`src/rtl/mem_pkg.sv`:
```
// Shared types for the memory request controller: FIFO entry layout and FSM states.
package mem_pkg;
    localparam int ADDR_W = 16;
    localparam int DATA_W = 8;
    localparam int DST_W  = 4;

    typedef struct packed {
        logic              we;
        logic [ADDR_W-1:0] addr;
        logic [DATA_W-1:0] wdata;
        logic [DST_W-1:0]  dst;
    } mem_req_t;

    typedef enum logic [1:0] {IDLE, BUS, RESP} mem_state_e;
endpackage

```
`src/rtl/sync_fifo.sv`:
```
// Single-clock FIFO with occupancy counter; push is ignored at full, pop at empty.
module sync_fifo #(
    parameter int WIDTH = 8,
    parameter int DEPTH = 4
) (
    input  logic             clk,
    input  logic             rst,
    input  logic             push,
    input  logic             pop,
    input  logic [WIDTH-1:0] din,
    output logic [WIDTH-1:0] dout,
    output logic             full,
    output logic             empty
);
    localparam int PTR_W = $clog2(DEPTH);

    logic [WIDTH-1:0] mem [DEPTH];
    logic [PTR_W-1:0] wr_ptr, rd_ptr;
    logic [PTR_W:0]   count;
    logic             do_push, do_pop;

    assign do_push = push && !full;
    assign do_pop  = pop && !empty;
    assign full    = (count == (PTR_W+1)'(DEPTH));
    assign empty   = (count == '0);
    assign dout    = mem[rd_ptr];

    // Pointers wrap naturally because DEPTH is a power of two.
    always_ff @(posedge clk or posedge rst) begin
        if (rst) begin
            wr_ptr <= '0;
            rd_ptr <= '0;
            count  <= '0;
        end else begin
            if (do_push) wr_ptr <= wr_ptr + 1'b1;
            if (do_pop)  rd_ptr <= rd_ptr + 1'b1;
            case ({do_push, do_pop})
                2'b10:   count <= count + 1'b1;
                2'b01:   count <= count - 1'b1;
                default: count <= count;
            endcase
        end
    end

    always_ff @(posedge clk) begin
        if (do_push) mem[wr_ptr] <= din;
    end
endmodule

```
`src/rtl/mem_req_ctrl.sv`:
```
// Queues load/store requests and issues them one at a time on the 8-bit bus,
// returning each completion (or timeout abort) to the memory access unit.
module mem_req_ctrl
    import mem_pkg::*;
#(
    parameter int FIFO_DEPTH = 4,
    parameter int TIMEOUT    = 15
) (
    input  logic              cpu_clk,
    input  logic              cpu_rst,
    input  logic              req_valid,
    output logic              req_ready,
    input  logic              req_we,
    input  logic [ADDR_W-1:0] req_addr,
    input  logic [DATA_W-1:0] req_wdata,
    input  logic [DST_W-1:0]  req_dst,
    output logic              mem_req,
    output logic              mem_we,
    output logic [ADDR_W-1:0] mem_addr,
    output logic [DATA_W-1:0] mem_wdata,
    input  logic              mem_ack,
    input  logic [DATA_W-1:0] mem_rdata,
    output logic              mau_en,
    output logic              mau_mem_res,
    output logic [DATA_W-1:0] mau_data,
    output logic [DST_W-1:0]  mau_dst,
    output logic              busy,
    output logic              err
);
    mem_req_t    req_in, head;
    logic        fifo_full, fifo_empty, pop;
    mem_state_e  state, state_nxt;
    logic [7:0]  cnt;
    logic        ack_ok, abort;
    logic        we_q, ok_q;
    logic [DST_W-1:0]  dst_q;
    logic [DATA_W-1:0] rdata_q;

    assign req_in    = '{we: req_we, addr: req_addr, wdata: req_wdata, dst: req_dst};
    assign req_ready = !fifo_full;

    sync_fifo #(.WIDTH($bits(mem_req_t)), .DEPTH(FIFO_DEPTH)) u_fifo (
        .clk   (cpu_clk),
        .rst   (cpu_rst),
        .push  (req_valid),
        .pop   (pop),
        .din   (req_in),
        .dout  (head),
        .full  (fifo_full),
        .empty (fifo_empty)
    );

    always_ff @(posedge cpu_clk or posedge cpu_rst) begin
        if (cpu_rst) state <= IDLE;
        else         state <= state_nxt;
    end

    // Ack wins over the timeout threshold when both land in the same cycle.
    always_comb begin
        state_nxt = state;
        pop       = 1'b0;
        ack_ok    = 1'b0;
        abort     = 1'b0;
        case (state)
            IDLE: if (!fifo_empty) begin
                pop       = 1'b1;
                state_nxt = BUS;
            end
            BUS: if (mem_ack) begin
                ack_ok    = 1'b1;
                state_nxt = RESP;
            end else if (cnt == 8'(TIMEOUT-1)) begin
                abort     = 1'b1;
                state_nxt = RESP;
            end
            RESP:    state_nxt = IDLE;
            default: state_nxt = IDLE;
        endcase
    end

    always_ff @(posedge cpu_clk or posedge cpu_rst) begin
        if (cpu_rst) begin
            mem_req   <= 1'b0;
            mem_we    <= 1'b0;
            mem_addr  <= '0;
            mem_wdata <= '0;
            cnt       <= '0;
            we_q      <= 1'b0;
            ok_q      <= 1'b0;
            dst_q     <= '0;
            rdata_q   <= '0;
            err       <= 1'b0;
        end else if (pop) begin
            mem_req   <= 1'b1;
            mem_we    <= head.we;
            mem_addr  <= head.addr;
            mem_wdata <= head.wdata;
            we_q      <= head.we;
            dst_q     <= head.dst;
            ok_q      <= 1'b0;
            cnt       <= '0;
        end else if (state == BUS) begin
            if (ack_ok || abort) begin
                mem_req <= 1'b0;
                mem_we  <= 1'b0;
            end else begin
                cnt <= cnt + 8'd1;
            end
            if (ack_ok) begin
                ok_q    <= 1'b1;
                rdata_q <= mem_rdata;
            end
            if (abort) err <= 1'b1;
        end
    end

    // Completion bundle is live only in RESP so mau sees zeros otherwise.
    assign mau_en      = (state == RESP);
    assign mau_mem_res = mau_en && !we_q && ok_q;
    assign mau_data    = mau_mem_res ? rdata_q : '0;
    assign mau_dst     = mau_en ? dst_q : '0;
    assign busy        = !fifo_empty || (state != IDLE);
endmodule
```
`config.mk`:
```
export PLATFORM = sky130hd
export DESIGN_NAME = mem_req_ctrl
export DESIGN_NICKNAME = d
export VERILOG_FILES = /design/src/rtl/mem_pkg.sv /design/src/rtl/sync_fifo.sv /design/src/rtl/mem_req_ctrl.sv
export SDC_FILE = /design/constraint.sdc
export NUM_CORES = 1
export LEC_CHECK = 0
export CORE_MARGIN = 1
export CORE_UTILIZATION = 42
export DETAILED_ROUTE_END_ITERATION = 8
export GPL_TIMING_DRIVEN = 0
export SYNTH_ARGS = -nofsm -noshare
export SYNTH_HDL_FRONTEND = slang
export SYNTH_SLANG_ARGS = --single-unit
```
`constraint.sdc`:
```
create_clock -name cpu_clk -period 3 [get_ports cpu_clk]
set_input_delay 0.3 -clock cpu_clk [delete_from_list [all_inputs] [get_ports cpu_clk]]
set_output_delay 0.3 -clock cpu_clk [all_outputs]
set_load 0.01 [all_outputs]
```
Yosys cells after proc, flatten, opt, wreduce, memory -nomap -nowiden
Memories as Yosys holds them, arrays and structs flattened. Cells that the tools add are included.

$add $sub $neg: 5. Equal/unequal tests: 9. Mux-type cells: 26. Bitwise operators: 1. Reductions and logical operators: 22.

Operators by type and width (number): $mux W8 (4); $mux W1 (16); $reduce_bool A2 Y1 (5); $add A8 B1 Y8 const B (1); $eq A8 B4 Y1 const B (1); $reduce_and A2 Y1 (4); $mux W2 (3); $pmux W3 S2 (1); $reduce_and A3 Y1 (2); $add A2 B1 Y2 const B (2); $eq A2 B1 Y1 const B (2); $eq A2 B2 Y1 const B (2); $logic_and A1 B1 Y1 (4); $mux W4 (1); $pmux W2 S2 (1); $add A3 B1 Y3 const B (1); $eq A3 B3 Y1 const B (1); $logic_not A1 Y1 (3); $logic_not A3 Y1 (1); $ne A3 B3 Y1 const B (1); $sub A3 B1 Y3 const B (1); $logic_not A2 Y1 (1); $logic_or A1 B1 Y1 (2); $ne A2 B1 Y1 const B (1); other kinds (2) (2).

Bits in registers: 58. Memory bits (writable): 116. Input port bits: 41. Output and inout port bits: 43. Logic and storage cells: 78. Memories: 1.

Memories: u_fifo.mem (depth 4, bits a word 29, rd ports 1, clocked after memory_dff 0, write ports 1, RTL line sync_fifo.sv:17) `logic [WIDTH-1:0] mem [DEPTH];`.

Depth between registers and ports, before layout
Gate-level depths: netlist of run 1.

Depth in word-level cells: 8. Mapped depth: 10. Depth with buffers taken out: 9.

Hierarchy
A second synthesis of run 1 with hierarchy kept.

Cell total of the unflattened synthesis: 410. Area total of the unflattened synthesis: 6807.8 sq um.

By module, submodules not included: sync_fifo (instances 1, cells an instance 189, area an instance 4634.4 sq um, sequential area each 3658.5 sq um); mem_req_ctrl (instances 1, cells an instance 221, area an instance 2173.3 sq um, sequential area each 1276.2 sq um).

Least setup slack after synthesis of run 1
No wires, ideal clock.

Path type: flip-flop to flip-flop. Start point: reg u_fifo.count[0]. End point: reg u_fifo.count[2]. Library setup time: 79 ps. Arrival time: 2097 ps. Required time: 2921 ps. Setup slack: 824 ps. Cell stages (with the launch flop): 10. Path buffers: 0. Period minus slack after synthesis: 2176 ps. Cells stage by stage: dfrtp_1 or3b_1 and2_1 inv_1 ha_1 inv_1 fa_1 xor2_1 nor2_1 xor2_1.

Elaborated cells on any way between the ends: 14. Those cells by class: add/sub (2); eq/ne (3); mux (3); reduce/logical (6).

RTL lines: from (decl) (RTL line sync_fifo.sv:19) `logic [PTR_W:0] count;`; from (signal assigned) (RTL line sync_fifo.sv:38) `2'b10: count <= count + 1'b1;`; from (signal assigned) (RTL line sync_fifo.sv:39) `2'b01: count <= count - 1'b1;`; from (signal assigned) (RTL line sync_fifo.sv:40) `default: count <= count;`; $eq A3 B3 Y1 * (RTL line sync_fifo.sv:24) `assign full = (count == (PTR_W+1)'(DEPTH));`; $logic_not A1 Y1 *; named net req_ready (RTL line mem_req_ctrl.sv:12) `output logic req_ready,`; $logic_and A1 B1 Y1 * (RTL line sync_fifo.sv:22) `assign do_push = push && !full;`; $eq A2 B1 Y1 / $eq A2 B2 Y1 (equally long branches) (RTL line sync_fifo.sv:37) `case ({do_push, do_pop})`; $pmux W3 S2 / $reduce_bool A2 Y1 (equally long branches).

The timed path passes the listed nets; every way through them passes the cells marked *. A chain may end at the register's enable or synchronous reset.

Final worst setup path of run 1
Start point: reg state[1]. End point: reg u_fifo.count[2].

Longest elaborated chain between the ends: 5. Elaborated cells on any way between the ends: 7. Those cells by class: eq/ne (2); mux (2); reduce/logical (3).

RTL lines: from (decl) (RTL line mem_req_ctrl.sv:32) `mem_state_e state, state_nxt;`; from (signal assigned) (RTL line mem_req_ctrl.sv:55) `else state <= state_nxt;`; $logic_not A2 Y1 * (RTL line mem_req_ctrl.sv:64) `case (state)`; $mux W1 * (RTL line mem_req_ctrl.sv:64); named net pop (RTL line mem_req_ctrl.sv:31) `logic fifo_full, fifo_empty, pop;`; $logic_and A1 B1 Y1 * (RTL line sync_fifo.sv:23) `assign do_pop = pop && !empty;`; $eq A2 B1 Y1 / $eq A2 B2 Y1 (equally long branches) (RTL line sync_fifo.sv:37); $pmux W3 S2 / $reduce_bool A2 Y1 (equally long branches).

Marked as above.

==> reports/results.ini, run 1 <==
[sta]
fin_crit_sh_pct=87.5
skew_ns=0.00915
worst_pin_slew_ns=0.869
slew_viol_final=0
rsz0062_at_grt=false
fin_crit_ns=2.63
timing.hold.ws_ns=0.383
finalHoldViolations=0
setup_violations=0
relSlewSlack_pct=42.1
fmax_mhz=381
tns_ns=0

[worst_setup_path]
reg2reg_depth=10
crit_type=reg -> reg
critPathCaptureType=register
crit_chain=nor2_1, nand2_2, inv_2, buf_2, ha_1, inv_1, fa_1, xor2_1, nor2_1, xor2_1
crit_slowest_cell=dfrtp_1
crit_buf_inv=3
r2r-start=state[1]$_DFFE_PP0P_
cp.depth=10
max_stage_delay_ns=0.45
crit_required_ns=3.35
reg2reg_slack_ns=0.37
worstSetupStartpointType=register
crit_family=simple AND/OR/NAND/NOR gates
startpoint=state[1]$_DFFE_PP0P_
crit_fanout=10
crit_arrival_ns=2.97

[routing]
drt-total-wl_mm=12.7
wl_met2_mm=6.16
dr_wl_met3_um=708
drt_iter0_markers=183
routed_via_density=5.11
wl_per_cell_um=18.4
drc=0
highest_layer=met4
vias=3527
ant_nets=0
wl_met1_mm=5.66
dr.pass1.iters=4

[synthesis]
syn_nets=408
syn_inst=359
synth_edf_count=116
ys_seq_area_share_pct=72.6
synth_cell_types=44
synthesis.area_mm2=0.00680
synth_top_cells_by_area=edfxtp_1 51%, dfrtp_1 21%, mux4_2 9.6%
ys_seq_elements=174
synthFlopType=edfxtp_1
yosysMostFrequentCell=edfxtp_1
yosysTopAreaCell=edfxtp_1
async_flop_share_pct=33.3
ys_warn_count=0
synth_common_cells=116 x edfxtp_1, 58 x dfrtp_1, 29 x mux4_2
syn_avg_cell_area_um2=18.9
synth_top_area_share_pct=51.3

[outcome]
outcome=finished clean

[clock_network]
cts_sinks=174
cts_setup_buffers=0
clkTransAtPathRegs_ns=0.06
insertion_delay_ns=0.43
h-tree-depth=4
clock-root-buffer=clkbuf_16
cts_resized=0
cts_buffer_depth=2
numCtsBuffers=17
cts_hold_buf=0
cts_tree=built

[cells_and_area]
syn_to_final_growth_pct=25.4
layout.nets=510
drive_above_1_share_pct=18.6
antennaDiodeCount=0

[power]
leakage_nw=3.12
powerDensity_mw_per_mm2=991
ir_worst_vdd_mv=0.633

[placed_design]
gp_congestion=0.776
post-dp-hpwl_mm=7.73
io_buffers=83

[floorplan]
ios=84
die_y_um=129
die_area_mm2=0.0167
initial_core_util_pct=42.9
die_w_um=129
coreArea_mm2=0.0158
row_count=46

[global_route]
gr-total-overflow=0
grt_pass1_wl_mm=20.4
grt_use_total_pct=16.9
grt_pass1_vias=3759
grt_max_degree=59
antenna_found_initial=0

[hold_path]
hold_class=in -> async

[run]
cap_violations=0

path summary, 6_finish.rpt:
check | endpoint
hold / removal | rdata_q[5]$_DFFE_PP0P_
max in group asynchronous | u_fifo.count[1]$_DFFE_PP0P_
setup / recovery | u_fifo.count[2]$_DFFE_PP0P_
setup reg to reg | u_fifo.count[2]$_DFFE_PP0P_
hold reg to reg | err$_DFFE_PP0P_
min in group cpu_clk | err$_DFFE_PP0P_
report_power, final:
group	switching, W	total, W	internal [W]
Combinational	0.00125	0.00259	0.00134
Clock	0.000936	0.00229	0.00135
Sequential	0.000272	0.00357	0.00329
flip-flops by register name (all words and copies together), names as in the netlist:
register	flops
cnt	8
dst_q	4
err	1
mem_addr	16
mem_req	1
mem_wdata	8
mem_we	1
ok_q	1
rdata_q	8
state	2
u_fifo.count	3
u_fifo.mem	116
u_fifo.rd_ptr	2
u_fifo.wr_ptr	2
we_q	1
kinds of logic (layout without fill, tap and decap cells):
group                      after synthesis  in the layout  synth area share [%]
DFF                                    174            174                  72.6
muxes                                   72             72                  16.6
and+or+nand+nor                         55             55                  4.97
AOI/OAI and AO/OA                       22             22                  2.10
buffers and inverters                   22            137                  1.33
adders and majority gates                8              8                  1.58
xor gates and xnor gates                 6              6                 0.773
final cells by class:
| class | count | area [um2] |
|---|---|---|
| buffer | 10 | 45.0 |
| clock buffer | 19 | 443 |
| clock inverter | 13 | 176 |
| fill | 1278 | 7300 |
| inverter | 12 | 47.5 |
| multi-input combinational | 163 | 1780 |
| sequential | 174 | 4930 |
| tap | 216 | 270 |
| timing repair buffer | 83 | 831 |
routing by layer:
layer	track usage [%]	up-vias
met5	0	-
met2	27.5	92
li1	-	1605
met3	5.86	8
met1	21.1	1822
met4	5.81	0
per-stage QoR:
step / setup WS, ns / cells / power (W) / utilization [%] / instance area, um2
finish: 0.374 / 690 / 0.00844 / 53.8 / 8520
global route: 0.207 / 690 / 0.00892 / 53.8 / 8520
CTS: 0.326 / 690 / 0.00858 / 53.8 / 8520
detailed placement: 0.377 / 658 / 0.00627 / 49.9 / 7900
global placement: -0.135 / 658 / 0.00619 / 49.9 / 7900
floorplan: 0.824 / 359 / 0.00523 / - / 6800
layout by cell type (no fill, tap or decap), types with 4 or more instances in the layout:
cell type          n
and2_1            14
and3_2             4
buf_2              6
clkbuf_1           5
clkbuf_16         17
clkdlybuf4s50_1   83
dfrtp_1           58
edfxtp_1         116
ha_1               7
inv_1             10
inv_6              5
mux2_1            27
mux2_2            10
mux2i_1            6
mux4_2            29
nand2_1            8
nand3_1            5
nor2_1             4
o21ai_0            6
xnor2_1            4
Note: power is estimated with default switching activity, not from simulation.
==> run 2: changes to the inputs <==
CORE_MARGIN = 8   (was 1)
clock period = 2.9 ns   (was 3 ns; I/O delays follow)
==> run 2 against run 1 <==
  * Non-clock buffer count grew 1
  * Utilization about the same
  * Critical path type unchanged
  * Count of clock-buffer cells in the layout decreased by 2
  * Total power is 2.6% higher
==> reports/results.ini, run 2 (synthesis gave the netlist of run 1 again) <==
[floorplan]
die_y_um=143  ; +11%
die_w_um=143  ; +11%
initial_core_util_pct=42.9  ; unchanged
ios=84  ; unchanged
die_area_mm2=0.0205  ; +23%
row_count=46  ; unchanged
coreArea_mm2=0.0158  ; unchanged

[routing]
drc=0  ; unchanged
drt-total-wl_mm=13.1  ; +3.7%
vias=3524  ; -0.085%
drt_iter0_markers=157  ; -14%
wl_per_cell_um=19.0  ; +3.6%
ant_nets=0  ; unchanged
routed_via_density=5.10  ; -0.23%
dr.pass1.iters=4  ; unchanged

[hold_path]
hold_class=in -> async

[sta]
fin_crit_ns=2.67  ; +0.0456 ns
timing.hold.ws_ns=0.302  ; -0.0810 ns
fmax_mhz=374  ; -1.7%
slew_viol_final=0  ; unchanged
worst_pin_slew_ns=0.868  ; -0.00134 ns
skew_ns=0.00632  ; -0.00283 ns
setup_violations=0  ; unchanged
relSlewSlack_pct=42.1  ; +0.090 points
fin_crit_sh_pct=92.1  ; +4.6 points
rsz0062_at_grt=false
finalHoldViolations=0  ; unchanged

[outcome]
outcome=finished clean

[global_route]
gr-total-overflow=0  ; unchanged
grt_use_total_pct=13.9  ; -3.0 points
grt_max_degree=31  ; -47%
grt_pass1_wl_mm=21.3  ; +4.7%
grt_pass1_vias=3859  ; +2.7%
antenna_found_initial=0  ; unchanged

[cells_and_area]
mostFrequentLayoutCells=116 x edfxtp_1, 83 x clkdlybuf4s50_1, 58 x dfrtp_1
top_regs=u_fifo.mem x116, mem_addr x16
layout.cells.most_common=edfxtp_1
largest_register_ffs=116  ; unchanged
drive_above_1_share_pct=18.5  ; -0.039 points
syn_to_final_growth_pct=25.3  ; about the same
nFillCells=1251  ; -2.1%
stdcell_area_mm2=0.00852  ; about the same
antennaDiodeCount=0  ; unchanged
instances_no_fill=691  ; +0.14%
final_util_pct=53.8  ; about the same
largest-register=u_fifo.mem
layout.nets=511  ; +0.20%

[placed_design]
gp_congestion=0.793  ; +2.2%
post-dp-hpwl_mm=8.38  ; +8.4%
dp_cells=659  ; +0.15%
place_area_mm2=0.00792  ; +0.22%
io_buffers=83  ; unchanged

[worst_setup_path]
crit_type=reg -> reg
crit_slowest_cell=dfrtp_1
reg2reg_slack_ns=0.23  ; -0.15 ns
max_stage_delay_ns=0.44  ; about the same
crit_fanout=10  ; unchanged
r2r_end=u_fifo.count[2]$_DFFE_PP0P_
startpoint=state[1]$_DFFE_PP0P_
crit_arrival_ns=3.01  ; +0.04 ns
crit_chain=nor2_1, nand2_2, inv_2, buf_2, ha_1, inv_1, fa_1, xor2_1, nor2_1, xor2_1
worstSetupStartpointType=register
critPathCaptureType=register
crit_required_ns=3.24  ; -0.11 ns
r2r-start=state[1]$_DFFE_PP0P_
reg2reg_depth=10  ; unchanged
critPathCapture=u_fifo.count[2]$_DFFE_PP0P_

[power]
powerDensity_mw_per_mm2=1020  ; +2.7%
leakage_nw=3.11  ; -0.33%
ir_worst_vdd_mv=0.527  ; -17%

[clock_network]
cts_setup_buffers=0  ; unchanged
numCtsBuffers=17  ; unchanged
cts_hold_buf=0  ; unchanged
clkTransAtPathRegs_ns=0.06  ; about the same
cts_tree=built
cts_resized=0  ; unchanged
h-tree-depth=4  ; unchanged
clock-root-buffer=clkbuf_16
cts_buffer_depth=2  ; unchanged
insertion_delay_ns=0.42  ; about the same
cts_sinks=174  ; unchanged

[run]
cap_violations=0  ; unchanged

[run 2: per-layer routing]
layer | vias to the layer above | global-route usage (%) | wire (um)
li1 | 1604 | - | -
met2 | 75 | 22.0 | 6340
met3 | 12 | 3.91 | 730
met1 | 1833 | 17.8 | 5930
met4 | 0 | 5.20 | 144
met5 | - | 0 | 0
[run 2: how the worst min path moves through the flow]
| stage | start | endpoint | depth (start not counted) |
|---|---|---|---|
| floorplan | req_dst[0] | u_fifo.mem[0][0]$_DFFE_PP_ | 0 |
| global route | cpu_rst | mem_we$_DFFE_PP0P_ | 2 |
| global placement | err$_DFFE_PP0P_ | err$_DFFE_PP0P_ | 1 |
| detailed placement | err$_DFFE_PP0P_ | err$_DFFE_PP0P_ | 1 |
| CTS | cpu_rst | mem_we$_DFFE_PP0P_ | 2 |
| finish | cpu_rst | mem_we$_DFFE_PP0P_ | 2 |
[run 2: cell type report]
cell class	instances	area (um2)	area share [%]
Inverter	12	45.0	0.529
Clock inverter	15	169	1.98
Sequential cell	174	4930	57.9
Timing Repair Buffer	84	851	9.99
Multi-Input combinational cell	163	1780	20.8
Tap cell	216	270	3.17
Buffer	10	45.0	0.529
Clock buffer	17	425	5.00
[run 2: worst max-delay path: cells and delay by family, from the launching register on]
kind | cells | cell delay, ns
xor+xnor | 2 | 0.30
fa+ha+maj | 2 | 0.63
buf+inv | 3 | 0.54
flops | 1 | 0.44
simple gates | 3 | 0.68
[run 2: through the flow]
stage	worst slack [ns]	TNS, ns	total power [W]
floorplan	0.724	0	0.00541
global placement	-0.211	-11.95	0.00644
detailed placement	0.219	0	0.00650
CTS	0.185	0	0.00882
global route	0.0467	0	0.00917
finish	0.228	0	0.00866
[run 2: where the power goes]
| part | switching [W] | internal [W] | total [W] |
|---|---|---|---|
| clock network | 0.000930 | 0.00135 | 0.00228 |
| logic | 0.00129 | 0.00138 | 0.00267 |
| registers | 0.000302 | 0.00341 | 0.00371 |
==> run 3: changes to the inputs <==
SETUP_SLACK_MARGIN = 0.15   (was default)
==> run 3 against run 2 <==
  * Total power rose by 0.13%
  * Largest power group unchanged
  * Critical path depth did not move
  * Non-clock buffer count did not move
  * Utilization rose by 0.087 points
  * Clock skew rose by 0.0013 ns
  * Sequential power barely moved
  * Highest routed layer unchanged
  * Final area rose by 0.16%
  * Sequential cell count did not move
  * Count of clock-buffer cells in the layout did not move
==> reports/results.ini, run 3 (synthesis gave the netlist of run 1 again) <==
[cells_and_area]
stdcell_area_mm2=0.00853  ; +0.16%
syn_to_final_growth_pct=25.5
layout.cells.most_common=edfxtp_1
largest_register_ffs=116  ; unchanged
mostFrequentLayoutCells=116 x edfxtp_1, 83 x clkdlybuf4s50_1, 58 x dfrtp_1
top_regs=u_fifo.mem x116, mem_addr x16
largest-register=u_fifo.mem
layout.nets=511  ; unchanged
nFillCells=1252  ; +0.080%
antennaDiodeCount=0  ; unchanged
drive_above_1_share_pct=18.9  ; +0.42 points

[floorplan]
row_count=46  ; unchanged
die_y_um=143  ; unchanged
ios=84  ; unchanged
die_area_mm2=0.0205  ; unchanged
initial_core_util_pct=42.9  ; unchanged
die_w_um=143  ; unchanged
coreArea_mm2=0.0158  ; unchanged

[power]
switching_share_pct=29.1  ; +0.033 points
ir_worst_vdd_mv=0.523  ; -0.63%
power_w=0.00867  ; +0.13%
leakage_nw=3.11  ; +0.15%
seqPwrFrac_pct=42.9  ; about the same
combinationalPowerShare_pct=30.8  ; about the same
clkPwrFrac_pct=26.3  ; about the same
power.internal_w=0.00615  ; about the same
powerDensity_mw_per_mm2=1020  ; about the same
switchingPower_w=0.00253  ; +0.24%

[global_route]
grt_use_total_pct=13.9  ; unchanged
grt_max_degree=31  ; unchanged
antenna_found_initial=0  ; unchanged
grt_pass1_wl_mm=21.3  ; unchanged
grt_pass1_vias=3859  ; unchanged
gr-total-overflow=0  ; unchanged

[routing]
drt-total-wl_mm=13.2  ; about the same
drt_iter0_markers=149  ; -5.1%
routed_via_density=5.10  ; about the same
ant_nets=0  ; unchanged
dr.pass1.iters=4  ; unchanged
wl_per_cell_um=19.0  ; about the same
drc=0  ; unchanged
vias=3523  ; -0.028%

[worst_setup_path]
crit_type=reg -> reg
critPathCaptureType=register
startpoint=state[1]$_DFFE_PP0P_
worstSetupStartpointType=register
crit_arrival_ns=2.89  ; -0.12 ns
crit_fanout=10  ; unchanged
reg2reg_depth=10  ; unchanged
r2r-start=state[1]$_DFFE_PP0P_
crit_required_ns=3.23  ; about the same
reg2reg_slack_ns=0.35  ; +0.12 ns
r2r_end=u_fifo.count[2]$_DFFE_PP0P_

[clock_network]
cts_sinks=174  ; unchanged
insertion_delay_ns=0.42  ; about the same
clock-root-buffer=clkbuf_16
cts_hold_buf=0  ; unchanged
numCtsBuffers=17  ; unchanged
clkTransAtPathRegs_ns=0.06  ; about the same
cts_setup_buffers=0  ; unchanged
h-tree-depth=4  ; unchanged
cts_tree=built
cts_buffer_depth=2  ; unchanged
cts_resized=0  ; unchanged

[sta]
relSlewSlack_pct=42.4  ; +0.23 points
rsz0062_at_grt=false
skew_ns=0.00760  ; +0.00129 ns
setup_slack_ns=0.345  ; +0.117 ns
setup_violations=0  ; unchanged
fmax_mhz=391  ; +4.6%
fin_crit_sh_pct=88.1  ; -4.0 points
finalHoldViolations=0  ; unchanged
slew_viol_final=0  ; unchanged
worst_pin_slew_ns=0.864  ; -0.00350 ns
fin_crit_ns=2.55  ; -0.117 ns

[placed_design]
pre_cts_slack_ns=0.219  ; unchanged
place_area_mm2=0.00792  ; unchanged
io_buffers=83  ; unchanged
post-dp-hpwl_mm=8.38  ; unchanged
gp_congestion=0.793  ; unchanged

[run]
cap_violations=0  ; unchanged

[outcome]
outcome=finished clean

[hold_path]
hold_class=in -> async

-- run 3: cell count changes in the layout (fill, tap and decap cells not counted) --
cell,change
nor3_1,-1
nor2_2,+1
nor3b_2,-1
nor3b_4,+1
nor2_1,-1
nor3_2,+1
-- run 3: worst max-delay path by stage --
stage | endpoint | cells after the start
2_1_floorplan | u_fifo.count[2]$_DFFE_PP0P_ | 9
3_3_place_gp | mem_addr[9]$_DFFE_PP0P_ | 2
3_5_place_dp | u_fifo.count[2]$_DFFE_PP0P_ | 10
4_1_cts | u_fifo.count[2]$_DFFE_PP0P_ | 10
5_1_grt | u_fifo.count[2]$_DFFE_PP0P_ | 10
6_report | u_fifo.count[2]$_DFFE_PP0P_ | 10
-- run 3: final cells by class --
type / count / area (um2) / share of cell area (%)
multi-input cells: 163 / 1790 / 21.0
clock inverters: 15 / 169 / 1.98
clock buffers: 17 / 425 / 4.99
well taps: 216 / 270 / 3.17
flip-flops and latches: 174 / 4930 / 57.9
plain buffers: 10 / 45.0 / 0.528
inverters: 12 / 45.0 / 0.528
repair buffers: 84 / 851 / 9.98
-- run 3: critical path, cell delays in order, from the launching register on --
cell and delay (ns):
dfrtp_1 0.46, nor2_2 0.29, nand2_2 0.16, inv_2 0.15
buf_2 0.32, ha_1 0.25, inv_1 0.06, fa_1 0.38
xor2_1 0.15, nor2_1 0.11, xor2_1 0.15
-- run 3: power by group through the flow --
stage / Clock [W] / Combinational [W] / Sequential (W)
after floorplan: 0 / 0.00166 / 0.00376
after CTS: 0.00234 / 0.00276 / 0.00372
after global placement: 0 / 0.00270 / 0.00375
final: 0.00228 / 0.00268 / 0.00372
after global routing: 0.00245 / 0.00295 / 0.00380
after detailed placement: 0 / 0.00274 / 0.00376
-- run 3: layer usage --
layer  global-route usage [%]  wire length, um  vias up
met5                        0                0        -
met4                     5.20              123        0
met3                     3.91              744       12
met2                     22.0             6400       82
met1                     17.8             5880     1827
li1                         -                -     1602
-- run 3: stage by stage --
step	hold WS, ns	std cells	TNS [ns]	utilization [%]
floorplan	0.389	359	0	-
global placement	0.443	658	-11.95	49.9
detailed placement	0.459	659	0	50.0
CTS	0.321	691	0	53.8
global route	0.375	691	0	53.9
finish	0.302	691	0	53.9
